<file path="src/rtl/el2_ifu_iccm_access_ctrl_if.sv">
// ICCM arbiter bus: fetch/DMA request-grant handshakes, ECC feedback and the
// registered memory command port.
interface el2_ifu_iccm_access_ctrl_if #(
  parameter int unsigned ICCM_BITS = 16
);
  logic                   fetch_req;
  logic [ICCM_BITS-1:1]   fetch_addr;
  logic                   fetch_gnt;
  logic                   dma_req;
  logic                   dma_write;
  logic [ICCM_BITS-1:1]   dma_addr;
  logic [2:0]             dma_size;
  logic [77:0]            dma_wdata;
  logic                   dma_gnt;
  logic                   rd_valid;
  logic                   rd_src;
  logic                   ecc_single_err;
  logic [77:0]            ecc_corr_data;
  logic                   iccm_rden;
  logic                   iccm_wren;
  logic [ICCM_BITS-1:1]   iccm_rw_addr;
  logic [2:0]             iccm_wr_size;
  logic [77:0]            iccm_wr_data;
  logic                   iccm_buf_correct_ecc;
  logic                   iccm_correction_state;
  logic [7:0]             corr_count;
  logic                   corr_dropped;

  modport slave (
    input  fetch_req, fetch_addr, dma_req, dma_write, dma_addr, dma_size,
           dma_wdata, ecc_single_err, ecc_corr_data,
    output fetch_gnt, dma_gnt, rd_valid, rd_src, iccm_rden, iccm_wren,
           iccm_rw_addr, iccm_wr_size, iccm_wr_data, iccm_buf_correct_ecc,
           iccm_correction_state, corr_count, corr_dropped
  );

  modport master (
    output fetch_req, fetch_addr, dma_req, dma_write, dma_addr, dma_size,
           dma_wdata, ecc_single_err, ecc_corr_data,
    input  fetch_gnt, dma_gnt, rd_valid, rd_src, iccm_rden, iccm_wren,
           iccm_rw_addr, iccm_wr_size, iccm_wr_data, iccm_buf_correct_ecc,
           iccm_correction_state, corr_count, corr_dropped
  );
endinterface

</file>
<file path="src/rtl/el2_ifu_iccm_access_ctrl.sv">
// ICCM access arbiter: DMA-over-fetch priority with starvation limit, and a
// one-cycle write-back of ECC-corrected data after a fetch single-bit error.
module el2_ifu_iccm_access_ctrl #(
  parameter int unsigned ICCM_BITS  = 16,
  parameter int unsigned STARVE_MAX = 4
) (
  input logic clk,
  input logic rst_l,
  el2_ifu_iccm_access_ctrl_if.slave bus
);
  localparam int unsigned SW = (STARVE_MAX < 1) ? 1 : $clog2(STARVE_MAX + 1);
  localparam logic [SW-1:0] STARVE_LIM = SW'(STARVE_MAX);

  typedef enum logic {IDLE = 1'b0, CORR = 1'b1} state_t;

  state_t               state, state_nxt;
  logic [SW-1:0]        starve_cnt;
  logic                 fetch_gnt, dma_gnt, in_corr, corr_dropped;
  logic                 fetch_win, fetch_err, corr_start;
  logic                 rden_q, wren_q, src1_q, buf_corr_q;
  logic [ICCM_BITS-1:1] addr_q, rd_addr_q;
  logic [2:0]           size_q;
  logic [77:0]          data_q;
  logic                 rd_valid_q, rd_src_q;
  logic [7:0]           corr_count_q;

  assign fetch_err  = rd_valid_q & ~rd_src_q & bus.ecc_single_err;
  assign corr_start = (state == IDLE) & fetch_err;
  assign fetch_win  = bus.fetch_req & (~bus.dma_req | (starve_cnt == STARVE_LIM));

  always_ff @(posedge clk or negedge rst_l) begin
    if (!rst_l) state <= IDLE;
    else        state <= state_nxt;
  end

  always_comb begin
    state_nxt = state;
    case (state)
      IDLE: if (fetch_err) state_nxt = CORR;
      CORR: state_nxt = IDLE;
    endcase
  end

  // Grants are withheld in the cycle a fetch error is seen so the correction
  // write owns the memory port on the following cycle.
  always_comb begin
    fetch_gnt    = 1'b0;
    dma_gnt      = 1'b0;
    in_corr      = 1'b0;
    corr_dropped = 1'b0;
    case (state)
      IDLE: begin
        if (rst_l && !fetch_err) begin
          if (fetch_win)        fetch_gnt = 1'b1;
          else if (bus.dma_req) dma_gnt   = 1'b1;
        end
      end
      CORR: begin
        in_corr      = 1'b1;
        corr_dropped = fetch_err;
      end
    endcase
  end

  always_ff @(posedge clk or negedge rst_l) begin
    if (!rst_l)                          starve_cnt <= '0;
    else if (fetch_gnt || !bus.fetch_req) starve_cnt <= '0;
    else if (dma_gnt && starve_cnt != STARVE_LIM)
      starve_cnt <= starve_cnt + 1'b1;
  end

  always_ff @(posedge clk or negedge rst_l) begin
    if (!rst_l) begin
      rden_q       <= 1'b0;
      wren_q       <= 1'b0;
      src1_q       <= 1'b0;
      buf_corr_q   <= 1'b0;
      addr_q       <= '0;
      size_q       <= '0;
      data_q       <= '0;
      rd_valid_q   <= 1'b0;
      rd_src_q     <= 1'b0;
      rd_addr_q    <= '0;
      corr_count_q <= '0;
    end else begin
      rden_q     <= 1'b0;
      wren_q     <= 1'b0;
      buf_corr_q <= 1'b0;
      if (corr_start) begin
        wren_q     <= 1'b1;
        buf_corr_q <= 1'b1;
        addr_q     <= rd_addr_q;
        size_q     <= 3'b011;
        data_q     <= bus.ecc_corr_data;
      end else if (fetch_gnt) begin
        rden_q <= 1'b1;
        src1_q <= 1'b0;
        addr_q <= bus.fetch_addr;
        size_q <= 3'b011;
        data_q <= '0;
      end else if (dma_gnt) begin
        rden_q <= ~bus.dma_write;
        wren_q <= bus.dma_write;
        src1_q <= 1'b1;
        addr_q <= bus.dma_addr;
        size_q <= bus.dma_size;
        data_q <= bus.dma_wdata;
      end
      rd_valid_q <= rden_q;
      rd_src_q   <= src1_q;
      rd_addr_q  <= addr_q;
      if (corr_start && corr_count_q != 8'hFF)
        corr_count_q <= corr_count_q + 8'd1;
    end
  end

  assign bus.fetch_gnt             = fetch_gnt;
  assign bus.dma_gnt               = dma_gnt;
  assign bus.rd_valid              = rd_valid_q;
  assign bus.rd_src                = rd_src_q;
  assign bus.iccm_rden             = rden_q;
  assign bus.iccm_wren             = wren_q;
  assign bus.iccm_rw_addr          = addr_q;
  assign bus.iccm_wr_size          = size_q;
  assign bus.iccm_wr_data          = data_q;
  assign bus.iccm_buf_correct_ecc  = buf_corr_q;
  assign bus.iccm_correction_state = in_corr;
  assign bus.corr_count            = corr_count_q;
  assign bus.corr_dropped          = corr_dropped;
endmodule
</file>
<file path="src/flat_wrapper.sv">
// flat-port wrapper written by rule: the top's interface ports become plain ports
module el2_ifu_iccm_access_ctrl_flat 
#(
  parameter int unsigned ICCM_BITS  = 16,
  parameter int unsigned STARVE_MAX = 4
)
  (clk, rst_l, bus_fetch_req, bus_fetch_addr, bus_dma_req, bus_dma_write, bus_dma_addr, bus_dma_size, bus_dma_wdata, bus_ecc_single_err, bus_ecc_corr_data, bus_fetch_gnt, bus_dma_gnt, bus_rd_valid, bus_rd_src, bus_iccm_rden, bus_iccm_wren, bus_iccm_rw_addr, bus_iccm_wr_size, bus_iccm_wr_data, bus_iccm_buf_correct_ecc, bus_iccm_correction_state, bus_corr_count, bus_corr_dropped);
  el2_ifu_iccm_access_ctrl_if #(.ICCM_BITS(ICCM_BITS)) bus_i ();
  input logic clk;
  input logic rst_l;
  input wire logic [$bits(bus_i.fetch_req)-1:0] bus_fetch_req;
  input wire logic [$bits(bus_i.fetch_addr)-1:0] bus_fetch_addr;
  input wire logic [$bits(bus_i.dma_req)-1:0] bus_dma_req;
  input wire logic [$bits(bus_i.dma_write)-1:0] bus_dma_write;
  input wire logic [$bits(bus_i.dma_addr)-1:0] bus_dma_addr;
  input wire logic [$bits(bus_i.dma_size)-1:0] bus_dma_size;
  input wire logic [$bits(bus_i.dma_wdata)-1:0] bus_dma_wdata;
  input wire logic [$bits(bus_i.ecc_single_err)-1:0] bus_ecc_single_err;
  input wire logic [$bits(bus_i.ecc_corr_data)-1:0] bus_ecc_corr_data;
  output wire logic [$bits(bus_i.fetch_gnt)-1:0] bus_fetch_gnt;
  output wire logic [$bits(bus_i.dma_gnt)-1:0] bus_dma_gnt;
  output wire logic [$bits(bus_i.rd_valid)-1:0] bus_rd_valid;
  output wire logic [$bits(bus_i.rd_src)-1:0] bus_rd_src;
  output wire logic [$bits(bus_i.iccm_rden)-1:0] bus_iccm_rden;
  output wire logic [$bits(bus_i.iccm_wren)-1:0] bus_iccm_wren;
  output wire logic [$bits(bus_i.iccm_rw_addr)-1:0] bus_iccm_rw_addr;
  output wire logic [$bits(bus_i.iccm_wr_size)-1:0] bus_iccm_wr_size;
  output wire logic [$bits(bus_i.iccm_wr_data)-1:0] bus_iccm_wr_data;
  output wire logic [$bits(bus_i.iccm_buf_correct_ecc)-1:0] bus_iccm_buf_correct_ecc;
  output wire logic [$bits(bus_i.iccm_correction_state)-1:0] bus_iccm_correction_state;
  output wire logic [$bits(bus_i.corr_count)-1:0] bus_corr_count;
  output wire logic [$bits(bus_i.corr_dropped)-1:0] bus_corr_dropped;
  assign bus_i.fetch_req = bus_fetch_req;
  assign bus_i.fetch_addr = bus_fetch_addr;
  assign bus_i.dma_req = bus_dma_req;
  assign bus_i.dma_write = bus_dma_write;
  assign bus_i.dma_addr = bus_dma_addr;
  assign bus_i.dma_size = bus_dma_size;
  assign bus_i.dma_wdata = bus_dma_wdata;
  assign bus_i.ecc_single_err = bus_ecc_single_err;
  assign bus_i.ecc_corr_data = bus_ecc_corr_data;
  assign bus_fetch_gnt = bus_i.fetch_gnt;
  assign bus_dma_gnt = bus_i.dma_gnt;
  assign bus_rd_valid = bus_i.rd_valid;
  assign bus_rd_src = bus_i.rd_src;
  assign bus_iccm_rden = bus_i.iccm_rden;
  assign bus_iccm_wren = bus_i.iccm_wren;
  assign bus_iccm_rw_addr = bus_i.iccm_rw_addr;
  assign bus_iccm_wr_size = bus_i.iccm_wr_size;
  assign bus_iccm_wr_data = bus_i.iccm_wr_data;
  assign bus_iccm_buf_correct_ecc = bus_i.iccm_buf_correct_ecc;
  assign bus_iccm_correction_state = bus_i.iccm_correction_state;
  assign bus_corr_count = bus_i.corr_count;
  assign bus_corr_dropped = bus_i.corr_dropped;
  el2_ifu_iccm_access_ctrl #(.ICCM_BITS(ICCM_BITS), .STARVE_MAX(STARVE_MAX)) u_core (.clk(clk), .rst_l(rst_l), .bus(bus_i));
endmodule
</file>
<file path="config.mk">
export PLATFORM = sky130hd
export DESIGN_NAME = el2_ifu_iccm_access_ctrl_flat
export DESIGN_NICKNAME = d
export VERILOG_FILES = /design/src/rtl/el2_ifu_iccm_access_ctrl_if.sv /design/src/rtl/el2_ifu_iccm_access_ctrl.sv /design/src/flat_wrapper.sv
export SDC_FILE = /design/constraint.sdc
export NUM_CORES = 1
export LEC_CHECK = 0
export CAP_MARGIN = 20
export CORE_AREA = 2 2 119 121
export DETAILED_ROUTE_END_ITERATION = 10
export DIE_AREA = 0 0 121 123
export GPL_TIMING_DRIVEN = 0
export PLACE_DENSITY = 0.91
export SLEW_MARGIN = 20
export SYNTH_ARGS = -nofsm -noshare
export SYNTH_HDL_FRONTEND = slang
export SYNTH_SLANG_ARGS = --single-unit
</file>
<file path="constraint.sdc">
create_clock -name clk -period 3.9 [get_ports clk]
set_input_delay 0.585 -clock clk [delete_from_list [all_inputs] [get_ports clk]]
set_output_delay 0.585 -clock clk [all_outputs]
set_load 0.05 [all_outputs]
</file>
---- Word-level counts from Yosys, hierarchy flattened ----
Cells that the tools add are included.
storage, ports and cells
  input bits .............................. 195
  flip-flop bits (word level) ............. 129
  output and inout bits ................... 113
  logic and storage cells ................. 69
operators by class
  $add $sub $neg .......................... 2
  bitwise gates (word level) .............. 10
  reductions and logical operators ........ 10
  equality and inequality tests ........... 3
  mux-type cells .......................... 31
operator list
  operator                                     number
  2-to-1 mux 78 bit                            3
  2-to-1 mux 15 bit                            3
  2-to-1 mux 1 bit                             19
  2-to-1 mux 3 bit                             5
  adder 8 x 1 -> 8 bit, second input constant  1
  != test 8 bit, second input constant         1
  NOT 1 bit                                    5
  AND 1 bit                                    4
  nonzero test 2 bit                           2
  adder 3 x 1 -> 3 bit, second input constant  1
  == test 3 bit, second input constant         1
  logical AND 1 bit                            3
  != test 3 bit, second input constant         1
  nonzero test 3 bit                           1
  zero test 1 bit                              2
  case mux 1 bit (2 select lines)              1
  AND reduction 2 bit                          1
  logical OR 1 bit                             1
  bitwise OR 1 bit                             1

---- Longest topological paths before layout ----
  word-level depth ........................ 10
  gate-level depth with buffers ........... 9
  gate-level depth less buffers ........... 7

---- Worst setup path before layout ----
No wires, ideal clock.
  path type ............................... reg2out
  from .................................... reg u_core.rd_src_q, in the netlist u_core.bus.rd_src
  to ...................................... out bus_fetch_gnt
  slack ................................... 1488 ps
  data required time ...................... 3315 ps
  arrival time ............................ 1827 ps
  stages on the path, launching flop included .. 5
  path buffers ............................ 1
  path through ............................ dfrtp_1 > nand3b_1 > nand2_2 > clkbuf_1 > nor2_1
on the way
  longest elaborated chain between the ends .. 7
RTL lines
  element                   RTL line                         source
  start: declaration        el2_ifu_iccm_access_ctrl.sv:24   logic rd_valid_q, rd_src_q;
  start signal: assignment  el2_ifu_iccm_access_ctrl.sv:110  rd_src_q <= src1_q;
  NOT 1 bit                 el2_ifu_iccm_access_ctrl.sv:27   assign fetch_err = rd_valid_q & ~rd_src_q & bus.ecc_single_err;
  AND 1 bit (2 in series)   el2_ifu_iccm_access_ctrl.sv:27
  zero test 1 bit           el2_ifu_iccm_access_ctrl.sv:53   if (rst_l && !fetch_err) begin
  logical AND 1 bit         el2_ifu_iccm_access_ctrl.sv:53
  2-to-1 mux 1 bit          el2_ifu_iccm_access_ctrl.sv:53
  2-to-1 mux 1 bit          el2_ifu_iccm_access_ctrl.sv:51   case (state)
  end: declaration          flat_wrapper.sv:20               output wire logic [$bits(bus_i.fetch_gnt)-1:0] bus_fetch_gnt;
No other way between the ends.

---- Worst setup path in the final report ----
  from .................................... in rst_l
  to ...................................... out bus_dma_gnt
on the way
  longest elaborated chain between the ends .. 3
RTL lines
  element             RTL line                        source
  start: declaration  flat_wrapper.sv:10              input logic rst_l;
  logical AND 1 bit   el2_ifu_iccm_access_ctrl.sv:53
  2-to-1 mux 1 bit    el2_ifu_iccm_access_ctrl.sv:53
  2-to-1 mux 1 bit    el2_ifu_iccm_access_ctrl.sv:51
  end: declaration    flat_wrapper.sv:21              output wire logic [$bits(bus_i.dma_gnt)-1:0] bus_dma_gnt;
No other way between the ends.

==> flow_results.xml <==
<?xml version="1.0" encoding="UTF-8"?>
<metrics>
  <group name="route">
    <metric name="ant_nets" unit="">0</metric>
    <metric name="drcViolationCount" unit="">0</metric>
    <metric name="wl_per_cell" unit="um">19.93</metric>
    <metric name="number_of_vias_per_cell" unit="">5.367</metric>
    <metric name="dr.first_iter.drc_count" unit="">432</metric>
    <metric name="vias" unit="">5335</metric>
    <metric name="number_of_iterations_in_the_first_detailed_routing_pass" unit="">6</metric>
    <metric name="finalWirelength" unit="um">19810</metric>
  </group>
  <group name="yosys">
    <metric name="synth_compound_gate_area_share" unit="">0.2106</metric>
    <metric name="synth-seq-area-share" unit="">0.5694</metric>
    <metric name="yosysUniqueCellTypes" unit="">40</metric>
    <metric name="post_synth_mux_area_share" unit="">0.002002</metric>
    <metric name="synth_top_area_cells" unit="">dfrtp_1, a221o_1, and2_1, nand2_1, o221ai_1</metric>
    <metric name="dominant_combinational_cell_family_by_area_after_synthesis" unit="">compound AO/OA/AOI/OAI gates</metric>
    <metric name="count_of_flip_flops_with_a_built_in_enable_after_synthesis" unit="">0</metric>
    <metric name="postSynthRegisterBits" unit="">128</metric>
    <metric name="yosys_warnings" unit="">0</metric>
    <metric name="syn-num-nets" unit="">676</metric>
    <metric name="post_synth_xor_area_fraction" unit="">0.01090</metric>
    <metric name="synthCells" unit="">478</metric>
    <metric name="synth-async-reset-ratio" unit="">1.000</metric>
    <metric name="syn_avg_cell_area" unit="sq um">11.77</metric>
    <metric name="post_synth_fa_ha_maj_area_fraction" unit="">0.006673</metric>
    <metric name="netlist.top_cell.by_area" unit="">dfrtp_1</metric>
    <metric name="yosys.area_share.simple" unit="">0.1392</metric>
    <metric name="area_fraction_of_the_dominant_cell_type_after_synthesis" unit="">0.5694</metric>
    <metric name="syn-cell-area" unit="sq um">5625</metric>
    <metric name="ys_dominant_reg_cell" unit="">dfrtp_1</metric>
  </group>
  <group name="timing">
    <metric name="tightest_slew" unit="ps">635.7</metric>
    <metric name="fmax" unit="MHz">272.8</metric>
    <metric name="rsz0062_at_grt" unit="">false</metric>
    <metric name="finalHoldViolations" unit="">0</metric>
    <metric name="max_slew_margin" unit="">0.5733</metric>
    <metric name="timing.final.setup_violations" unit="">0</metric>
    <metric name="fin_hold_ws" unit="ps">99.19</metric>
    <metric name="fin_skew" unit="ps">9.590</metric>
    <metric name="min_period" unit="ps">3666</metric>
    <metric name="final.period_utilization" unit="">0.9400</metric>
    <metric name="finalMaxSlewViolations" unit="">0</metric>
    <metric name="tns" unit="ps">0</metric>
  </group>
  <group name="setup_path">
    <metric name="critical_path_peak_fanout" unit="">66</metric>
    <metric name="crit_type" unit="">input port to primary output</metric>
    <metric name="start_kind" unit="">input port</metric>
    <metric name="worst-r2r-cell-count" unit="">7</metric>
    <metric name="worst_setup_path_end_kind" unit="">primary output</metric>
    <metric name="worst_ep_arrival_time" unit="ps">3080</metric>
    <metric name="required" unit="ps">3310</metric>
  </group>
  <group name="cells_and_area">
    <metric name="fin_util" unit="">0.6968</metric>
    <metric name="final_net_count" unit="">1001</metric>
    <metric name="fillCellCount" unit="">995</metric>
    <metric name="instances_no_fill" unit="">994</metric>
    <metric name="drive_above_1_share" unit="">0.06880</metric>
    <metric name="areaGrowthSynthToFinish" unit="%">68.62</metric>
    <metric name="antenna_cells_inserted" unit="">0</metric>
  </group>
  <group name="outcome">
    <metric name="status" unit="">complete, no violations</metric>
  </group>
  <group name="placement">
    <metric name="routabilityCongestion" unit="">0.8219</metric>
    <metric name="placed_cells" unit="">964</metric>
    <metric name="buffer_ports.inserted" unit="">305</metric>
    <metric name="post-dp-hpwl" unit="um">14580</metric>
  </group>
  <group name="floorplanning">
    <metric name="num_rows" unit="">43</metric>
    <metric name="die-height" unit="um">123</metric>
    <metric name="floorplan.io_pins" unit="">308</metric>
    <metric name="die_width" unit="um">121</metric>
    <metric name="die_area" unit="sq um">14880</metric>
    <metric name="area_of_the_placeable_core" unit="sq um">13610</metric>
    <metric name="initial_core_utilization" unit="">0.4133</metric>
  </group>
  <group name="clocking">
    <metric name="post_cts.repair.setup_buffers" unit="">0</metric>
    <metric name="cts_resized" unit="">0</metric>
    <metric name="clkLatencyLatePin" unit="ps">420</metric>
    <metric name="cts_max_path_buffers" unit="">2</metric>
    <metric name="cts.reportedPaths.clkPinSlew" unit="ps">50</metric>
    <metric name="cts_sinks" unit="">128</metric>
    <metric name="post_cts_hold_buffer_count" unit="">0</metric>
    <metric name="cts-buffers-inserted" unit="">17</metric>
    <metric name="htree_levels" unit="">4</metric>
    <metric name="cts_tree" unit="">built</metric>
    <metric name="cts-root-buf" unit="">clkbuf_16</metric>
  </group>
  <group name="pwr">
    <metric name="power_density" unit="nW/um^2">505.5</metric>
    <metric name="leakage_power" unit="nW">4.076</metric>
    <metric name="report.power.total" unit="mW">4.795</metric>
    <metric name="power.ir.vdd_worst" unit="mV">0.3578</metric>
  </group>
  <group name="grt">
    <metric name="wire_length_of_the_first_global_routing_pass" unit="um">29520</metric>
    <metric name="pin_count_of_the_biggest_net_entering_global_routing" unit="">67</metric>
    <metric name="overflow" unit="">0</metric>
    <metric name="initial_antenna_violation_count" unit="">0</metric>
    <metric name="grt_use_total" unit="">0.2612</metric>
    <metric name="grt_pass1_vias" unit="">5407</metric>
  </group>
  <group name="worst_hold_path">
    <metric name="worstHoldPathType" unit="">input port to async pin</metric>
  </group>
  <group name="job">
    <metric name="drv_cap" unit="">0</metric>
  </group>
</metrics>
[per-layer routing]
metal  global-route usage  vias to the layer above  part of all wire
met2               0.4491                      288              0.50
met4              0.09375                        0             0.025
met5                    0                        -                 0
met1               0.3122                     2597              0.39
li1                     -                     2414                 -
met3              0.07703                       36             0.085
[sequential cells by signal, summed over array words and instances, names as in the netlist]
name,cells
u_core.bus.iccm_wren,1
u_core.bus.iccm_rden,1
u_core.bus.iccm_buf_correct_ecc,1
u_core.bus.iccm_wr_size,3
u_core.rd_addr_q,15
u_core.bus.rd_src,1
u_core.bus.iccm_wr_data,78
u_core.src1_q,1
u_core.bus.corr_count,8
u_core.starve_cnt,3
u_core.bus.iccm_rw_addr,15
u_core.bus.rd_valid,1
[critical path, stage by stage]
cell and delay (ps):
buf_8 370, buf_16 330, nor2b_2 260, and3_1 240
nand2_4 90, inv_4 160, buf_6 180, clkdlybuf4s50_1 810
[path summary, 6_finish.rpt]
| check | start | end | slack [ps] |
|---|---|---|---|
| setup / recovery | rst_l | bus_dma_gnt | 230 |
| hold / removal | rst_l | u_core.bus.iccm_wr_data[38] | 100 |
| setup reg to reg | u_core.bus.iccm_buf_correct_ecc | u_core.bus.iccm_rw_addr[13] | 1740 |
| hold reg to reg | u_core.src1_q | u_core.bus.rd_src | 380 |
| max in group asynchronous | rst_l | u_core.bus.corr_count[0] | 3110 |
| min in group clk | u_core.src1_q | u_core.bus.rd_src | 380 |
[where the power goes]
part | switching, mW | leakage, nW | internal, mW
clock network | 0.557 | 0.272 | 0.931
logic | 0.979 | 2.16 | 0.652
registers | 0.136 | 1.64 | 1.54
[final cells by class]
cell class | count | area [sq um] | area share
buffer | 41 | 259.0 | 0.02731
clock buffer | 24 | 491.7 | 0.05184
clock inverter | 6 | 57.56 | 0.006068
inverter | 22 | 85.08 | 0.008970
multi-input combinational | 287 | 2078 | 0.2191
sequential | 128 | 3203 | 0.3377
tap | 180 | 225.2 | 0.02374
timing repair buffer | 306 | 3085 | 0.3253
[cells by family after synthesis]
logic type / after synthesis
AOI/OAI and AO/OA: 137
xor gates and xnor gates: 7
adders and majority gates: 3
buffers and inverters: 63
DFF: 128
muxes: 1
and+or+nand+nor: 139
[metrics by stage]
step / setup slack [ps] / cell area, sq um
CTS: 162.7 / 9485
global route: 22.20 / 9485
floorplan: 1488 / 5625
finish: 234.1 / 9485
global placement: -4258 / 8904
detailed placement: 173.2 / 8936
[layout by cell type, fill, tap and decap left out, types with 3 or more instances in the layout]
cell type | synthesis | final
o21a_1 | 4 | 4
inv_1 | 21 | 21
a21oi_1 | 17 | 17
o221ai_1 | 15 | 15
and2_1 | 78 | 78
buf_6 | 11 | 11
buf_2 | 6 | 6
nand3_1 | 4 | 4
nor2_1 | 6 | 6
clkbuf_1 | 20 | 23
buf_4 | 4 | 4
xnor2_1 | 6 | 6
clkinv_2 | 0 | 4
clkdlybuf4s50_1 | 0 | 304
clkbuf_8 | 0 | 4
nand2_1 | 35 | 35
clkbuf_16 | 0 | 17
a221o_1 | 78 | 78
dfrtp_1 | 128 | 128
a31oi_1 | 15 | 15
ha_1 | 3 | 3
[Yosys cell counts (2+ instances only)]
master and number:
dfrtp_1 128, a221o_1 78, and2_1 78, nand2_1 35, inv_1 21, clkbuf_1 20, a21oi_1 17, a31oi_1 15
o221ai_1 15, buf_6 11, buf_2 6, nor2_1 6, xnor2_1 6, buf_4 4, nand3_1 4, o21a_1 4
ha_1 3, and3_1 2, nand2_4 2, nand4_1 2, o22a_1 2
No activity file was read; power rests on OpenSTA's default activity.
